==> src/rtl/exmem_pkg.sv <==
// Shared EX->MEM types: payload bundle and writeback-select encodings.
// Payload field widths follow the default block parameters.
package exmem_pkg;

   localparam int XM_DATA_W   = 32;
   localparam int XM_ADDR_W   = 32;
   localparam int XM_RF_W     = 5;
   localparam int XM_MEMSEL_W = 3;
   localparam int XM_RAMSEL_W = 2;

   localparam logic [1:0] MEMTOREG_ALU = 2'b00;
   localparam logic [1:0] MEMTOREG_MEM = 2'b01;
   localparam logic [1:0] MEMTOREG_PC  = 2'b10;

   typedef struct packed {
      logic [XM_DATA_W-1:0]   alu_out;
      logic [XM_DATA_W-1:0]   write_data;
      logic [XM_RF_W-1:0]     write_reg;
      logic [XM_ADDR_W-1:0]   pc_plus4;
      logic                   reg_write;
      logic [1:0]             mem_to_reg;
      logic                   mem_write;
      logic [XM_MEMSEL_W-1:0] mem_data_sel;
      logic [XM_RAMSEL_W-1:0] ram_sel;
   } exmem_payload_t;

endpackage

==> src/rtl/pipe_skid_buf.sv <==
// Generic valid/ready pipeline slot with optional skid entry and flush.
// With SKID_EN the upstream ready comes straight from a flop.
module pipe_skid_buf #(
   parameter int W       = 8,
   parameter bit SKID_EN = 1'b1
) (
   input  logic         i_CLK,
   input  logic         i_RST,
   input  logic         i_Flush,
   input  logic         i_Valid,
   output logic         o_Ready,
   input  logic [W-1:0] i_Data,
   output logic         o_Valid,
   input  logic         i_Ready,
   output logic [W-1:0] o_Data
);

   logic         head_v;
   logic [W-1:0] head_d;
   logic         head_free;
   logic         accept;

   assign head_free = ~head_v | i_Ready;
   assign accept    = i_Valid & o_Ready;
   assign o_Valid   = head_v;
   assign o_Data    = head_d;

   generate
      if (SKID_EN) begin : g_skid
         logic         skid_v;
         logic [W-1:0] skid_d;

         assign o_Ready = ~skid_v;

         // A full skid always drains into a free head before new data.
         always_ff @(posedge i_CLK or posedge i_RST) begin
            if (i_RST) begin
               head_v <= 1'b0;
               skid_v <= 1'b0;
               head_d <= '0;
               skid_d <= '0;
            end else if (i_Flush) begin
               head_v <= 1'b0;
               skid_v <= 1'b0;
            end else if (head_free) begin
               if (skid_v) begin
                  head_v <= 1'b1;
                  head_d <= skid_d;
                  skid_v <= 1'b0;
               end else begin
                  head_v <= accept;
                  if (accept) head_d <= i_Data;
               end
            end else if (accept) begin
               skid_v <= 1'b1;
               skid_d <= i_Data;
            end
         end
      end else begin : g_single
         assign o_Ready = head_free;

         always_ff @(posedge i_CLK or posedge i_RST) begin
            if (i_RST) begin
               head_v <= 1'b0;
               head_d <= '0;
            end else if (i_Flush) begin
               head_v <= 1'b0;
            end else if (head_free) begin
               head_v <= accept;
               if (accept) head_d <= i_Data;
            end
         end
      end
   endgenerate

endmodule

==> src/rtl/exmem_elastic_reg.sv <==
// EX->MEM elastic pipeline register: skid slot plus write-strobe gating.
// Only the two strobes are qualified; other M fields need o_ValidM.
module exmem_elastic_reg
   import exmem_pkg::*;
#(
   parameter int DATA_WIDTH    = XM_DATA_W,
   parameter int ADDRESS_WIDTH = XM_ADDR_W,
   parameter int RF_ADDR_WIDTH = XM_RF_W,
   parameter int MEMSEL_WIDTH  = XM_MEMSEL_W,
   parameter int RAMSEL_WIDTH  = XM_RAMSEL_W,
   parameter bit SKID_EN       = 1'b1
) (
   input  logic                     i_CLK,
   input  logic                     i_RST,
   input  logic                     i_FlushM,
   input  logic                     i_ValidE,
   output logic                     o_ReadyE,
   input  logic [DATA_WIDTH-1:0]    i_ALUOutE,
   input  logic [DATA_WIDTH-1:0]    i_WriteDataE,
   input  logic [RF_ADDR_WIDTH-1:0] i_WriteRegE,
   input  logic [ADDRESS_WIDTH-1:0] i_PCPlus4E,
   input  logic                     i_RegWriteE,
   input  logic [1:0]               i_MemtoRegE,
   input  logic                     i_MemWriteE,
   input  logic [MEMSEL_WIDTH-1:0]  i_MemDataSelE,
   input  logic [RAMSEL_WIDTH-1:0]  i_RAM_selE,
   output logic                     o_ValidM,
   input  logic                     i_ReadyM,
   output logic [DATA_WIDTH-1:0]    o_ALUOutM,
   output logic [DATA_WIDTH-1:0]    o_WriteDataM,
   output logic [RF_ADDR_WIDTH-1:0] o_WriteRegM,
   output logic [ADDRESS_WIDTH-1:0] o_PCPlus4M,
   output logic                     o_RegWriteM,
   output logic [1:0]               o_MemtoRegM,
   output logic                     o_MemWriteM,
   output logic [MEMSEL_WIDTH-1:0]  o_MemDataSelM,
   output logic [RAMSEL_WIDTH-1:0]  o_RAM_selM
);

   localparam int W = $bits(exmem_payload_t);

   exmem_payload_t pl_e;
   exmem_payload_t pl_m;

   always_comb begin
      pl_e              = '0;
      pl_e.alu_out      = i_ALUOutE;
      pl_e.write_data   = i_WriteDataE;
      pl_e.write_reg    = i_WriteRegE;
      pl_e.pc_plus4     = i_PCPlus4E;
      pl_e.reg_write    = i_RegWriteE;
      pl_e.mem_to_reg   = i_MemtoRegE;
      pl_e.mem_write    = i_MemWriteE;
      pl_e.mem_data_sel = i_MemDataSelE;
      pl_e.ram_sel      = i_RAM_selE;
   end

   pipe_skid_buf #(
      .W       (W),
      .SKID_EN (SKID_EN)
   ) u_slot (
      .i_CLK   (i_CLK),
      .i_RST   (i_RST),
      .i_Flush (i_FlushM),
      .i_Valid (i_ValidE),
      .o_Ready (o_ReadyE),
      .i_Data  (pl_e),
      .o_Valid (o_ValidM),
      .i_Ready (i_ReadyM),
      .o_Data  (pl_m)
   );

   assign o_ALUOutM     = pl_m.alu_out;
   assign o_WriteDataM  = pl_m.write_data;
   assign o_WriteRegM   = pl_m.write_reg;
   assign o_PCPlus4M    = pl_m.pc_plus4;
   assign o_MemtoRegM   = pl_m.mem_to_reg;
   assign o_MemDataSelM = pl_m.mem_data_sel;
   assign o_RAM_selM    = pl_m.ram_sel;

   // Invalid slots must never write the RF or RAM.
   assign o_RegWriteM = pl_m.reg_write & o_ValidM;
   assign o_MemWriteM = pl_m.mem_write & o_ValidM;

endmodule

==> config.mk <==
export PLATFORM = sky130hd
export DESIGN_NAME = exmem_elastic_reg
export DESIGN_NICKNAME = d
export VERILOG_FILES = /design/src/rtl/exmem_pkg.sv /design/src/rtl/pipe_skid_buf.sv /design/src/rtl/exmem_elastic_reg.sv
export SDC_FILE = /design/constraint.sdc
export NUM_CORES = 1
export LEC_CHECK = 0
export CELL_PAD_IN_SITES_DETAIL_PLACEMENT = 1
export CELL_PAD_IN_SITES_GLOBAL_PLACEMENT = 1
export CORE_MARGIN = 2
export CORE_UTILIZATION = 43
export CTS_BUF_LIST = sky130_fd_sc_hd__clkbuf_16
export CTS_CLUSTER_DIAMETER = 40
export DETAILED_ROUTE_END_ITERATION = 16
export PLACE_DENSITY = 0.9
export SLEW_MARGIN = 10
export SYNTH_ARGS = -nofsm -noshare
export SYNTH_HDL_FRONTEND = slang
export SYNTH_SLANG_ARGS = --single-unit
==> constraint.sdc <==
create_clock -name i_CLK -period 9.6 [get_ports i_CLK]
set_input_delay 2.88 -clock i_CLK [delete_from_list [all_inputs] [get_ports i_CLK]]
set_output_delay 2.88 -clock i_CLK [all_outputs]
set_load 0.02 [all_outputs]
==> metrics.md <==
| Metric | Value |
|---|---|
| Logic pwr share | a little over a fifth |
| Die width | roughly 160 microns |
| Worst hold start | u_slot.g_skid.skid_d[77] |
| CP startpoint kind | flop |
| Top post-synthesis cells by area | dfrtp_1, mux2_2, mux2_4 |
| Setup TNS | 0 ns |
| Clock root buffer | clkbuf_16 |
| IO buf count | 226 |
| Cells after Synth | roughly 710 |
| Initial Util | 43.5% |
| CTS Sinks | about 220 |
| Endpoints failing setup | 0 |
| Pint | 0.00253 W |
| Worst path bufs/invs | 2 |
| Initial DRC Count | 194 |
| Total number of vias | 5,952 |
| Post-route antenna net violation count | 0 |
| Clock Power Share | between 40% and 50% |
| Final worst path period share | 51.8% |
| DR DRC count | 0 |
| Clock skew | a little over 0.01 ns |
| Initial antenna violation count | 0 |
| Final core utilization | about 55% |
| Fin. Hold Viols | 0 |
| Die H | around 160 microns |
| Synth Flop Type | dfrtp_1 |
| Peak supply drop | 0.154 mV |
| Post-synth net total | between 800 and 900 |
| Min Clock Period, post-route | between 4 and 5 ns |
| CTS HTree Levels | 2 |
| RD Place Congestion | 0.701 |
| Fraction of registers with async set or reset after synthesis | 100% |
| Filler cells | 2,331 |
| Hold Crit Class | reg2reg |
| Max_cap viols | 0 |
| Status | finished clean |
| CTS tree | built |
| Netlist cell types | 17 |
| Lkg Pwr | 6.12 nW |
| Layout cells sized above 1 | 46.8% |
| Count of pins over their slew limit | 0 |
| DRT Pass-1 Iters | 4 |
| Total I/O pin count | roughly 230 |
| Crit path required time | 6.72 ns |
| Crit path kind | reg2out |
| RSZ-0062 raised after global routing | no |
| Yosys reg bits | 222 |
| Row cnt | 58 |
| Worst Path Arrival | ~2.1 ns |
| ANT cells | 0 |
| Vias in the first global route | 6,930 |
| Endpoint class of the critical path | output pin |
| Delay-heaviest family, CP | flip-flops |
| Routed wire length | 24,600 microns |
| Clock slew at reported path FFs | 0.05 ns |
| Critical Path, Cell by Cell | inv_1, clkdlybuf4s50_1 |
| Number of hold buffers added after CTS | 0 |
| Slowest CP cell | dfrtp_4 |
| Cell accounting for the most synthesized area | dfrtp_1 |
| Fmax | just over 200 MHz |
| Reg power frac | 37.2% |
| Post_cts resized | 0 |
| Syn_area_per_cell | 15.4 sq um |
| Area grow syn2layout | 27.4% |
| Clk buf depth | 3 |
| Vias per inst | 4.98 |
| Worst r2r src | u_slot.g_skid.skid_v |
| Detailed placer's ending HPWL | approximately 15,000 microns |
| Peak fanout along the critical path | 46 |
| Synth cell count leaders | dfrtp_1, mux2_2, buf_4, mux2_4, buf_6 |
| Mapped cell area | 0.0109 sq mm |
| Pwr dens | around 250 mW/mm^2 |
| Worst path max stage delay | around 0.87 ns |
| Most numerous cell in the Yosys netlist | dfrtp_1 |
| Finished Layout Cells | between 1,000 and 1,500 |
| YS warnings | 0 |
| Nets | 951 |
| Tot GR Track Use | 18.8% |
| Global route overflow | 0 |
| Switching pwr | 0.000893 W |
| Placed Cells incl. Taps | roughly 1,100 |
| TritonCTS Buffers | 38 |
| EDFF count, synth | 0 |
| Die area | 0.0266 sq mm |
| Share of the synthesized area in the top cell type | 51.0% |
| Part of the Yosys area used for sequential elements | between 50% and 60% |
| Clk Latency, worst-skew pair | 0.50 ns |
| Wire length per cell | 20.6 microns |
| Post-CTS Setup Inserts | 0 |
| First-pass GRT wire length | 39,000 microns |
| Worst slew pin tran | around 1 ns |
| CP startpoint | u_slot.g_skid.skid_v |
| Max_slew headroom | 32.9% |
| Core region area | 0.0250 sq mm |
| Sw frac | 26.1% |
| Largest net degree at the start of global routing | about 120 |
-- cell usage in the layout, fill, tap and decap left out, types with 2 or more instances in the layout --
master,n
clkinv_2,3
buf_4,5
inv_6,3
mux2_2,220
and2_1,2
mux2_4,110
clkinvlp_4,6
bufinv_16,6
inv_1,3
clkdlybuf4s50_1,226
clkbuf_16,41
clkinv_1,4
inv_8,2
clkinv_4,5
dfrtp_1,221
-- power groups by stage --
stage               logic [W]  registers (W)  clock network (W)
floorplan            0.000568        0.00123                  0
global placement     0.000693        0.00126                  0
detailed placement   0.000719        0.00128                  0
CTS                  0.000727        0.00127            0.00147
global route         0.000762        0.00130            0.00150
finish               0.000716        0.00127            0.00143
-- path summary, 6_finish.rpt --
| check | endpoint | slack [ns] | cells past startpoint |
|---|---|---|---|
| setup / recovery | o_ReadyE | 4.63 | 2 |
| hold / removal | u_slot.g_skid.skid_d[77] | 0.50 | 1 |
| setup reg to reg | u_slot.o_Data[62] | 6.69 | 4 |
| hold reg to reg | u_slot.g_skid.skid_d[77] | 0.50 | 1 |
| max in group asynchronous | u_slot.g_skid.skid_d[95] | 5.20 | 3 |
| min in group asynchronous | u_slot.o_Data[3] | 2.96 | 2 |
-- stage by stage --
stage          instance area [sq um]  hold slack (ns)  worst slack, ns  power [W]
2_1_floorplan                  10900            0.473            0.642    0.00180
3_5_place_dp                   12500            0.488             4.35    0.00200
6_report                       13900            0.504             4.63    0.00342
3_3_place_gp                   12500            0.480             4.37    0.00196
5_1_grt                        13900            0.516             4.49    0.00356
4_1_cts                        13900            0.504             4.57    0.00347
-- flip-flops by register name, indices dropped and copies added, names as in the netlist --
| name | count |
|---|---|
| u_slot.g_skid.skid_d | 110 |
| u_slot.g_skid.skid_v | 1 |
| u_slot.o_Data | 110 |
| u_slot.o_Valid | 1 |
-- routing by layer --
metal | vias up | global-route usage, % | share of wire (%)
met2 | 191 | 31.9 | 49
met5 | - | 0 | 0
met4 | 0 | 4.91 | 1.9
met3 | 42 | 5.79 | 6.7
met1 | 3092 | 23.4 | 42
li1 | 2627 | - | -
-- cells by family after synthesis --
group,share of synthesized area [%]
AO/OA/AOI/OAI,0.0459
buffers and inverters,10.5
flip-flops,51.0
multiplexers,37.9
AND/OR/NAND/NOR,0.529
-- layout make-up --
class / count / area, sq um / area share, %
well taps: 330 / 413 / 2.98
clock inverters: 29 / 340 / 2.45
flip-flops and latches: 222 / 5560 / 40.1
repair buffers: 232 / 2320 / 16.7
inverters: 3 / 18.8 / 0.135
clock buffers: 41 / 1030 / 7.39
multi-input cells: 339 / 4200 / 30.3
No activity file was read; power rests on OpenSTA's default activity.
